<file path="config.mk">
export PLATFORM = sky130hd
export DESIGN_NAME = id_pipe_stage
export DESIGN_NICKNAME = d
export VERILOG_FILES = /design/src/rtl/id_pipe_stage.sv
export SDC_FILE = /design/constraint.sdc
export NUM_CORES = 1
export LEC_CHECK = 0
export ABC_CLOCK_PERIOD_IN_PS = 10210
export CAP_MARGIN = 40
export CORE_AREA = 2 2 208 210
export DETAILED_ROUTE_END_ITERATION = 6
export DIE_AREA = 0 0 210 212
export SYNTH_ARGS = -nofsm -noshare
export SYNTH_HDL_FRONTEND = slang
export SYNTH_SLANG_ARGS = --single-unit
</file>
<file path="constraint.sdc">
create_clock -name clk -period 10.21 [get_ports clk]
set_input_delay 3.063 -clock clk [delete_from_list [all_inputs] [get_ports clk]]
set_output_delay 3.063 -clock clk [all_outputs]
set_load 0.05 [all_outputs]
</file>
<file path="src/rtl/id_pipe_stage.sv">
// id_pipe_stage -- RISC-V instruction decode stage with a single ID/EX register.
//
// Decodes one RV32I/RV64I instruction (optionally the M extension) per
// cycle, reads the register file combinationally through rs1/rs2 address
// ports, and registers the decoded control word plus operands for the
// execute stage.  The output side is a valid/ready handshake; load-use
// hazards against the instruction currently in EX stall the input.
//
// Parameters:
//   XLEN   datapath width, 32 or 64
//   M_EXT  nonzero enables the multiply/divide decode
// Ports:
//   clk, rst_n                   clock, synchronous active-low reset
//   in_valid/in_ready            upstream handshake
//   in_inst, in_pc               instruction word and its pc
//   rs1_addr/rs2_addr            register file read addresses (0 if unused)
//   rs1_data/rs2_data            register file read data (combinational)
//   flush                        kill the stage contents
//   ex_is_load, ex_rd            instruction now in EX, for load-use stalls
//   out_valid/out_ready          downstream handshake
//   out_pc/op1/op2/imm           operands for EX
//   out_rd, out_rd_wen           destination register and write enable
//   out_alu_op                   ALU operation code
//   out_mem_rd/wr/size/unsigned  memory access control
//   out_word                     32-bit (W) operation on RV64
//   out_bj                       one-hot {jal,jalr,bgeu,bltu,bge,blt,bne,beq}
//   out_illegal                  illegal instruction flag
module id_pipe_stage #(
    parameter int XLEN  = 64,
    parameter int M_EXT = 0
) (
    input  logic            clk,
    input  logic            rst_n,
    input  logic            in_valid,
    output logic            in_ready,
    input  logic [31:0]     in_inst,
    input  logic [XLEN-1:0] in_pc,
    output logic [4:0]      rs1_addr,
    output logic [4:0]      rs2_addr,
    input  logic [XLEN-1:0] rs1_data,
    input  logic [XLEN-1:0] rs2_data,
    input  logic            flush,
    input  logic            ex_is_load,
    input  logic [4:0]      ex_rd,
    output logic            out_valid,
    input  logic            out_ready,
    output logic [XLEN-1:0] out_pc,
    output logic [XLEN-1:0] out_op1,
    output logic [XLEN-1:0] out_op2,
    output logic [XLEN-1:0] out_imm,
    output logic [4:0]      out_rd,
    output logic            out_rd_wen,
    output logic [4:0]      out_alu_op,
    output logic            out_mem_rd,
    output logic            out_mem_wr,
    output logic [1:0]      out_mem_size,
    output logic            out_mem_unsigned,
    output logic            out_word,
    output logic [7:0]      out_bj,
    output logic            out_illegal
);

    localparam logic [6:0] OPC_LOAD     = 7'b0000011;
    localparam logic [6:0] OPC_FENCE    = 7'b0001111;
    localparam logic [6:0] OPC_OP_IMM   = 7'b0010011;
    localparam logic [6:0] OPC_AUIPC    = 7'b0010111;
    localparam logic [6:0] OPC_OP_IMM32 = 7'b0011011;
    localparam logic [6:0] OPC_STORE    = 7'b0100011;
    localparam logic [6:0] OPC_OP       = 7'b0110011;
    localparam logic [6:0] OPC_LUI      = 7'b0110111;
    localparam logic [6:0] OPC_OP32     = 7'b0111011;
    localparam logic [6:0] OPC_BRANCH   = 7'b1100011;
    localparam logic [6:0] OPC_JALR     = 7'b1100111;
    localparam logic [6:0] OPC_JAL      = 7'b1101111;
    localparam logic [6:0] OPC_SYSTEM   = 7'b1110011;

    localparam logic [4:0] ALU_ADD  = 5'd0;
    localparam logic [4:0] ALU_SUB  = 5'd1;
    localparam logic [4:0] ALU_SLT  = 5'd2;
    localparam logic [4:0] ALU_SLTU = 5'd3;
    localparam logic [4:0] ALU_XOR  = 5'd4;
    localparam logic [4:0] ALU_OR   = 5'd5;
    localparam logic [4:0] ALU_AND  = 5'd6;
    localparam logic [4:0] ALU_SLL  = 5'd7;
    localparam logic [4:0] ALU_SRL  = 5'd8;
    localparam logic [4:0] ALU_SRA  = 5'd9;
    localparam logic [4:0] ALU_MUL  = 5'd10;

    typedef enum logic [1:0] {OP1_RS1, OP1_PC, OP1_ZERO} op1_sel_t;
    typedef enum logic [1:0] {OP2_IMM, OP2_RS2, OP2_LINK} op2_sel_t;

    logic [6:0] opcode;
    logic [2:0] funct3;
    logic [6:0] funct7;

    assign opcode = in_inst[6:0];
    assign funct3 = in_inst[14:12];
    assign funct7 = in_inst[31:25];

    // Immediates are built at 64 bits and truncated, so the same
    // expressions serve both widths without zero-width replications.
    logic [63:0] imm_i, imm_s, imm_b, imm_u, imm_j;

    assign imm_i = {{52{in_inst[31]}}, in_inst[31:20]};
    assign imm_s = {{52{in_inst[31]}}, in_inst[31:25], in_inst[11:7]};
    assign imm_b = {{51{in_inst[31]}}, in_inst[31], in_inst[7],
                    in_inst[30:25], in_inst[11:8], 1'b0};
    assign imm_u = {{32{in_inst[31]}}, in_inst[31:12], 12'b0};
    assign imm_j = {{43{in_inst[31]}}, in_inst[31], in_inst[19:12],
                    in_inst[20], in_inst[30:21], 1'b0};

    // Base integer ALU op from funct3; use_sub/use_sra come from inst[30].
    function automatic logic [4:0] base_alu(input logic [2:0] f3,
                                            input logic use_sub,
                                            input logic use_sra);
        case (f3)
            3'b000:  base_alu = use_sub ? ALU_SUB : ALU_ADD;
            3'b001:  base_alu = ALU_SLL;
            3'b010:  base_alu = ALU_SLT;
            3'b011:  base_alu = ALU_SLTU;
            3'b100:  base_alu = ALU_XOR;
            3'b101:  base_alu = use_sra ? ALU_SRA : ALU_SRL;
            3'b110:  base_alu = ALU_OR;
            default: base_alu = ALU_AND;
        endcase
    endfunction

    logic        rs1_used, rs2_used, has_rd;
    logic [4:0]  dec_alu;
    op1_sel_t    op1_sel;
    op2_sel_t    op2_sel;
    logic [63:0] dec_imm64;
    logic        dec_mem_rd, dec_mem_wr, dec_mem_ls, dec_word;
    logic [7:0]  dec_bj;
    logic        dec_illegal;

    always_comb begin
        rs1_used    = 1'b0;
        rs2_used    = 1'b0;
        has_rd      = 1'b0;
        dec_alu     = ALU_ADD;
        op1_sel     = OP1_RS1;
        op2_sel     = OP2_IMM;
        dec_imm64   = 64'd0;
        dec_mem_rd  = 1'b0;
        dec_mem_wr  = 1'b0;
        dec_mem_ls  = 1'b0;
        dec_word    = 1'b0;
        dec_bj      = 8'd0;
        dec_illegal = 1'b0;
        case (opcode)
            OPC_LOAD: begin
                rs1_used   = 1'b1;
                has_rd     = 1'b1;
                dec_imm64  = imm_i;
                dec_mem_rd = 1'b1;
                dec_mem_ls = 1'b1;
                // ld and lwu only exist on RV64
                if (XLEN == 32 && (funct3 == 3'b011 || funct3 == 3'b110))
                    dec_illegal = 1'b1;
            end
            OPC_OP_IMM, OPC_OP_IMM32: begin
                rs1_used  = 1'b1;
                has_rd    = 1'b1;
                dec_imm64 = imm_i;
                dec_alu   = base_alu(funct3, 1'b0, in_inst[30]);
                dec_word  = (opcode == OPC_OP_IMM32);
                if (XLEN == 32) begin
                    if (opcode == OPC_OP_IMM32)
                        dec_illegal = 1'b1;
                    // shamt[5] is reserved on RV32
                    if (funct3[1:0] == 2'b01 && in_inst[25])
                        dec_illegal = 1'b1;
                end
            end
            OPC_OP, OPC_OP32: begin
                rs1_used = 1'b1;
                rs2_used = 1'b1;
                has_rd   = 1'b1;
                op2_sel  = OP2_RS2;
                dec_word = (opcode == OPC_OP32);
                if (funct7 == 7'h01) begin
                    dec_alu = ALU_MUL + {2'b00, funct3};
                    if (M_EXT == 0)
                        dec_illegal = 1'b1;
                end else begin
                    dec_alu = base_alu(funct3, in_inst[30], in_inst[30]);
                end
                if (XLEN == 32 && opcode == OPC_OP32)
                    dec_illegal = 1'b1;
            end
            OPC_STORE: begin
                rs1_used   = 1'b1;
                rs2_used   = 1'b1;
                dec_imm64  = imm_s;
                dec_mem_wr = 1'b1;
                dec_mem_ls = 1'b1;
                if (XLEN == 32 && funct3 == 3'b011)
                    dec_illegal = 1'b1;
            end
            OPC_AUIPC: begin
                has_rd    = 1'b1;
                dec_imm64 = imm_u;
                op1_sel   = OP1_PC;
            end
            OPC_LUI: begin
                has_rd    = 1'b1;
                dec_imm64 = imm_u;
                op1_sel   = OP1_ZERO;
            end
            OPC_BRANCH: begin
                rs1_used  = 1'b1;
                rs2_used  = 1'b1;
                dec_imm64 = imm_b;
                op2_sel   = OP2_RS2;
                case (funct3)
                    3'b000:  begin dec_alu = ALU_XOR;  dec_bj = 8'h01; end
                    3'b001:  begin dec_alu = ALU_XOR;  dec_bj = 8'h02; end
                    3'b100:  begin dec_alu = ALU_SLT;  dec_bj = 8'h04; end
                    3'b101:  begin dec_alu = ALU_SLT;  dec_bj = 8'h08; end
                    3'b110:  begin dec_alu = ALU_SLTU; dec_bj = 8'h10; end
                    3'b111:  begin dec_alu = ALU_SLTU; dec_bj = 8'h20; end
                    default: ;
                endcase
            end
            OPC_JALR: begin
                rs1_used  = 1'b1;
                has_rd    = 1'b1;
                dec_imm64 = imm_i;
                op1_sel   = OP1_PC;
                op2_sel   = OP2_LINK;
                dec_bj    = 8'h40;
            end
            OPC_JAL: begin
                has_rd    = 1'b1;
                dec_imm64 = imm_j;
                op1_sel   = OP1_PC;
                op2_sel   = OP2_LINK;
                dec_bj    = 8'h80;
            end
            OPC_FENCE, OPC_SYSTEM: begin
                dec_imm64 = imm_i;
            end
            default: dec_illegal = 1'b1;
        endcase
    end

    logic [XLEN-1:0] dec_imm, dec_op1, dec_op2;

    assign dec_imm = dec_imm64[XLEN-1:0];

    always_comb begin
        case (op1_sel)
            OP1_PC:   dec_op1 = in_pc;
            OP1_ZERO: dec_op1 = '0;
            default:  dec_op1 = rs1_data;
        endcase
        case (op2_sel)
            OP2_RS2:  dec_op2 = rs2_data;
            OP2_LINK: dec_op2 = XLEN'(4);
            default:  dec_op2 = dec_imm;
        endcase
    end

    assign rs1_addr = rs1_used ? in_inst[19:15] : 5'd0;
    assign rs2_addr = rs2_used ? in_inst[24:20] : 5'd0;

    // Unused sources read address 0, so comparing against the gated
    // addresses covers the "source is used" qualification.
    logic hazard;
    assign hazard = in_valid & ex_is_load & (ex_rd != 5'd0) &
                    ((ex_rd == rs1_addr) | (ex_rd == rs2_addr));

    logic valid_reg;
    logic accept;

    assign in_ready = rst_n & (~valid_reg | out_ready) & ~hazard & ~flush;
    assign accept   = in_valid & in_ready;

    logic [XLEN-1:0] pc_reg, op1_reg, op2_reg, imm_reg;
    logic [4:0]      rd_reg, alu_reg;
    logic            rd_wen_reg, mem_rd_reg, mem_wr_reg, mem_uns_reg;
    logic            word_reg, illegal_reg;
    logic [1:0]      mem_size_reg;
    logic [7:0]      bj_reg;

    always_ff @(posedge clk) begin
        if (!rst_n) begin
            valid_reg    <= 1'b0;
            pc_reg       <= '0;
            op1_reg      <= '0;
            op2_reg      <= '0;
            imm_reg      <= '0;
            rd_reg       <= '0;
            alu_reg      <= '0;
            rd_wen_reg   <= 1'b0;
            mem_rd_reg   <= 1'b0;
            mem_wr_reg   <= 1'b0;
            mem_size_reg <= '0;
            mem_uns_reg  <= 1'b0;
            word_reg     <= 1'b0;
            bj_reg       <= '0;
            illegal_reg  <= 1'b0;
        end else if (flush) begin
            valid_reg <= 1'b0;
        end else if (accept) begin
            valid_reg    <= 1'b1;
            pc_reg       <= in_pc;
            op1_reg      <= dec_op1;
            op2_reg      <= dec_op2;
            imm_reg      <= dec_imm;
            rd_reg       <= in_inst[11:7];
            alu_reg      <= dec_alu;
            // an illegal instruction must not change architectural state
            rd_wen_reg   <= has_rd & (in_inst[11:7] != 5'd0) & ~dec_illegal;
            mem_rd_reg   <= dec_mem_rd & ~dec_illegal;
            mem_wr_reg   <= dec_mem_wr & ~dec_illegal;
            mem_size_reg <= dec_mem_ls ? funct3[1:0] : 2'b00;
            mem_uns_reg  <= dec_mem_ls & funct3[2];
            word_reg     <= dec_word;
            bj_reg       <= dec_illegal ? 8'd0 : dec_bj;
            illegal_reg  <= dec_illegal;
        end else if (out_ready) begin
            valid_reg <= 1'b0;
        end
    end

    assign out_valid        = valid_reg;
    assign out_pc           = pc_reg;
    assign out_op1          = op1_reg;
    assign out_op2          = op2_reg;
    assign out_imm          = imm_reg;
    assign out_rd           = rd_reg;
    assign out_rd_wen       = rd_wen_reg;
    assign out_alu_op       = alu_reg;
    assign out_mem_rd       = mem_rd_reg;
    assign out_mem_wr       = mem_wr_reg;
    assign out_mem_size     = mem_size_reg;
    assign out_mem_unsigned = mem_uns_reg;
    assign out_word         = word_reg;
    assign out_bj           = bj_reg;
    assign out_illegal      = illegal_reg;

endmodule

</file>
==> results <==
sequential cells by signal, summed over array words and instances (netlist names):
name / flops
out_mem_wr: 1
out_mem_rd: 1
out_valid: 1
out_op1: 64
out_bj: 8
out_pc: 64
out_imm: 32
out_word: 1
out_alu_op: 5
out_mem_size: 2
out_mem_unsigned: 1
out_rd_wen: 1
out_op2: 64
out_illegal: 1
out_rd: 5
report_power, final:
| part | switching (mW) | internal (mW) | leakage [nW] |
|---|---|---|---|
| logic | 0.350 | 0.222 | 3.70 |
| clock network | 0.453 | 0.640 | 0.492 |
| registers | 0.0259 | 1.02 | 2.05 |
Yosys cell counts, types with 5 or more instances:
cell,n,share of area (%)
dfxtp_1,251,39
nand2_1,225,6.5
a21oi_1,144,5.5
a211oi_2,105,10
a21oi_2,100,6.7
nor2_1,86,2.5
nand3_1,82,3.1
clkbuf_1,80,2.3
o21ai_0,58,2.2
mux2i_1,53,4.1
buf_4,36,2.1
buf_6,31,2.7
buf_2,30,1.2
o21ai_1,27,1.0
nor3_1,15,0.58
a221oi_1,14,0.94
inv_1,11,0.32
a22oi_1,10,0.58
and2_1,10,0.48
a311oi_1,9,0.61
buf_1,9,0.26
nand2b_1,8,0.38
ha_1,7,0.67
a32oi_1,6,0.40
and3_1,6,0.29
a31oi_1,5,0.24
nor2b_1,5,0.24
xnor2_1,5,0.34
worst paths after layout:
kind | start | endpoint | slack (ns) | cells past startpoint
worst max-delay path | in_inst[6] | in_ready | 0.90 | 8
worst min-delay path | out_pc[6]$_SDFFE_PN0P_ | out_pc[6]$_SDFFE_PN0P_ | 0.45 | 2
worst max register to register | out_valid$_SDFFE_PP0P_ | out_pc[32]$_SDFFE_PN0P_ | 7.30 | 7
worst min register to register | out_pc[6]$_SDFFE_PN0P_ | out_pc[6]$_SDFFE_PN0P_ | 0.45 | 2
layout make-up:
type | count | area (um^2) | share of cell area, %
diodes | 1 | 2.502 | 0.01303
clock buffers | 47 | 915.9 | 4.770
clock inverters | 10 | 87.58 | 0.4561
inverters | 11 | 46.29 | 0.2411
multi-input cells | 1055 | 6904 | 35.95
flip-flops and latches | 251 | 5025 | 26.17
well taps | 546 | 683.2 | 3.558
repair buffers | 553 | 5538 | 28.84
worst max-delay path, delay by kind of cell:
| family | cells | cell delay [ns] |
|---|---|---|
| AND/OR/NAND/NOR | 1 | 0.23 |
| AO/OA/AOI/OAI | 5 | 1.23 |
| buffers and inverters | 2 | 1.71 |
kinds of logic after synthesis:
| group | after synthesis | synth area share, % |
|---|---|---|
| muxes | 57 | 4.418 |
| AOI/OAI and AO/OA | 517 | 31.19 |
| buffers and inverters | 197 | 8.787 |
| adders and majority gates | 7 | 0.6722 |
| xor gates and xnor gates | 6 | 0.4033 |
| and+or+nand+nor | 468 | 15.96 |
| DFF | 251 | 38.57 |
metrics by stage:
stage / cell area (um^2) / std cells / worst slack, ns / hold slack (ns) / util (%)
2_1_floorplan: 13030 / 1503 / 1.454 / 0.6683 / -
6_report: 19200 / 2474 / 0.9011 / 0.4461 / 45.18
5_1_grt: 19200 / 2473 / 0.6541 / 0.4602 / 45.17
3_3_place_gp: 18120 / 2412 / 0.9788 / 0.4353 / 42.64
3_5_place_dp: 18200 / 2416 / 0.8764 / 0.4409 / 42.81
4_1_cts: 19200 / 2473 / 0.8753 / 0.4485 / 45.17
cell usage in the layout, fill, tap and decap left out, types with 6 or more instances in the layout:
cell,synthesis,final
clkdlybuf4s50_1,0,527
dfxtp_1,251,251
nand2_1,225,225
a21oi_1,144,144
a211oi_2,105,105
a21oi_2,100,100
nor2_1,86,85
nand3_1,82,82
o21ai_0,58,58
mux2i_1,53,53
clkbuf_16,0,31
o21ai_1,27,27
buf_4,36,20
nor3_1,15,14
a221oi_1,14,14
inv_1,11,10
and2_1,10,10
a22oi_1,10,10
a311oi_1,9,9
nand2b_1,8,8
clkbuf_1,80,8
clkbuf_8,0,8
and3_1,6,6
a32oi_1,6,6
ha_1,7,6
routing by layer:
layer,part of all wire (%),track usage (%),vias to the layer above
li1,-,-,6133
met1,41,28.35,6224
met2,47,38.40,539
met3,9.1,6.883,86
met4,3.1,7.924,2
met5,0.031,0,-
==> run summary <==
Layout area overhead: 47.38%
Clock Sinks: 251
Die X: 210 um
Final ANT Viol Nets: 0
CTS Hold Buffers Added: 0
Max cap viols: 0
DRC viols: 0
Post-synth EDFFs: 0
Post-layout power: 2.713 mW
Endpoint class of the critical path: output port
Startpoint types: primary input
Gpl congestion: 0.8275
Register area share after synthesis: 38.57%
Cell row count: 76
Final HPWL DP: 38480 um
Worst-path maximum fanout: 17
Buffers on Ports: 528
GR Util All Layers: 23.04%
Vias: 12980
Starting Density: 30.65%
Crit path time final: 9.309 ns
Hold crit path type: reg -> reg
Pins over their slew limit: 0
Final hold vios: 0
RSZ-0062 raised after global routing: false
Grt total ovfl: 0
Outcome: completed
CTS tree: built
Post-synth cell types: 74
Drt pass-1 iters: 6
Final setup vio count: 0
Max Clk Rate: 107.4 MHz
TritonCTS Buffers: 31
Async S/R FF share, synth: 0%
Flops & latches, synth: 251
Worst stage delay on the critical path: 0.87 ns
Root Buffer: clkbuf_16
Setup Buffers After CTS: 0
Period utilization: 91.17%
DRT Wirelength: 54540 um
Post-synth design cell area: 0.01303 mm^2
Clock Tree Buf Depth: 3
Layout Nets: 2145
Cells after synthesis: 1503
Lkg Pwr: 6.232 nW
Slowest library cell on the worst path: clkdlybuf4s50_1
I/O Pins: 529
Layout cells sized above 1: 15.88%
Syn avg cell area: 8.668 um^2
Arr. time, crit path: 6.25 ns
PwrDens: 141.3 mW/mm^2
Post-synth top flop: dfxtp_1
Initial antenna violation count: 3
Setup Skew: 0.009144 ns
Largest net degree at the start of global routing: 116
Drt wl/cell: 22.05 um
Worst-skew pair later-pin latency: 0.58 ns
Type of the worst setup path: in -> out
Crit path cell chain: clkdlybuf4s50_1 > nand3b_2 > o32ai_2 > a21oi_1 > o32ai_2 > o21ai_0 > a21boi_0 > clkdlybuf4s50_1
Number of synthesis warnings: 0
Total core area: 0.04251 mm^2
Global-route wire length before repair: 79300 um
Worst VDD drop: 0.0001073 V
Worst EP required: 7.15 ns
Slew headroom: 38.06%
Syn_nets: 1745
Reg clk slew, reported paths: 0.06 ns
Worst-margin pin slew: 0.9272 ns
Total negative setup slack: 0 ns
Die Area: 0.04452 mm^2
H-tree levels: 1
Post-cts sizing count: 0
Die Y-Extent: 212 um
First DRT Iteration DRCs: 923
Via-to-Cell Ratio: 5.248
Fill cells: 4116
Vias in the first global route: 12410
No activity file was read; power rests on OpenSTA's default activity.
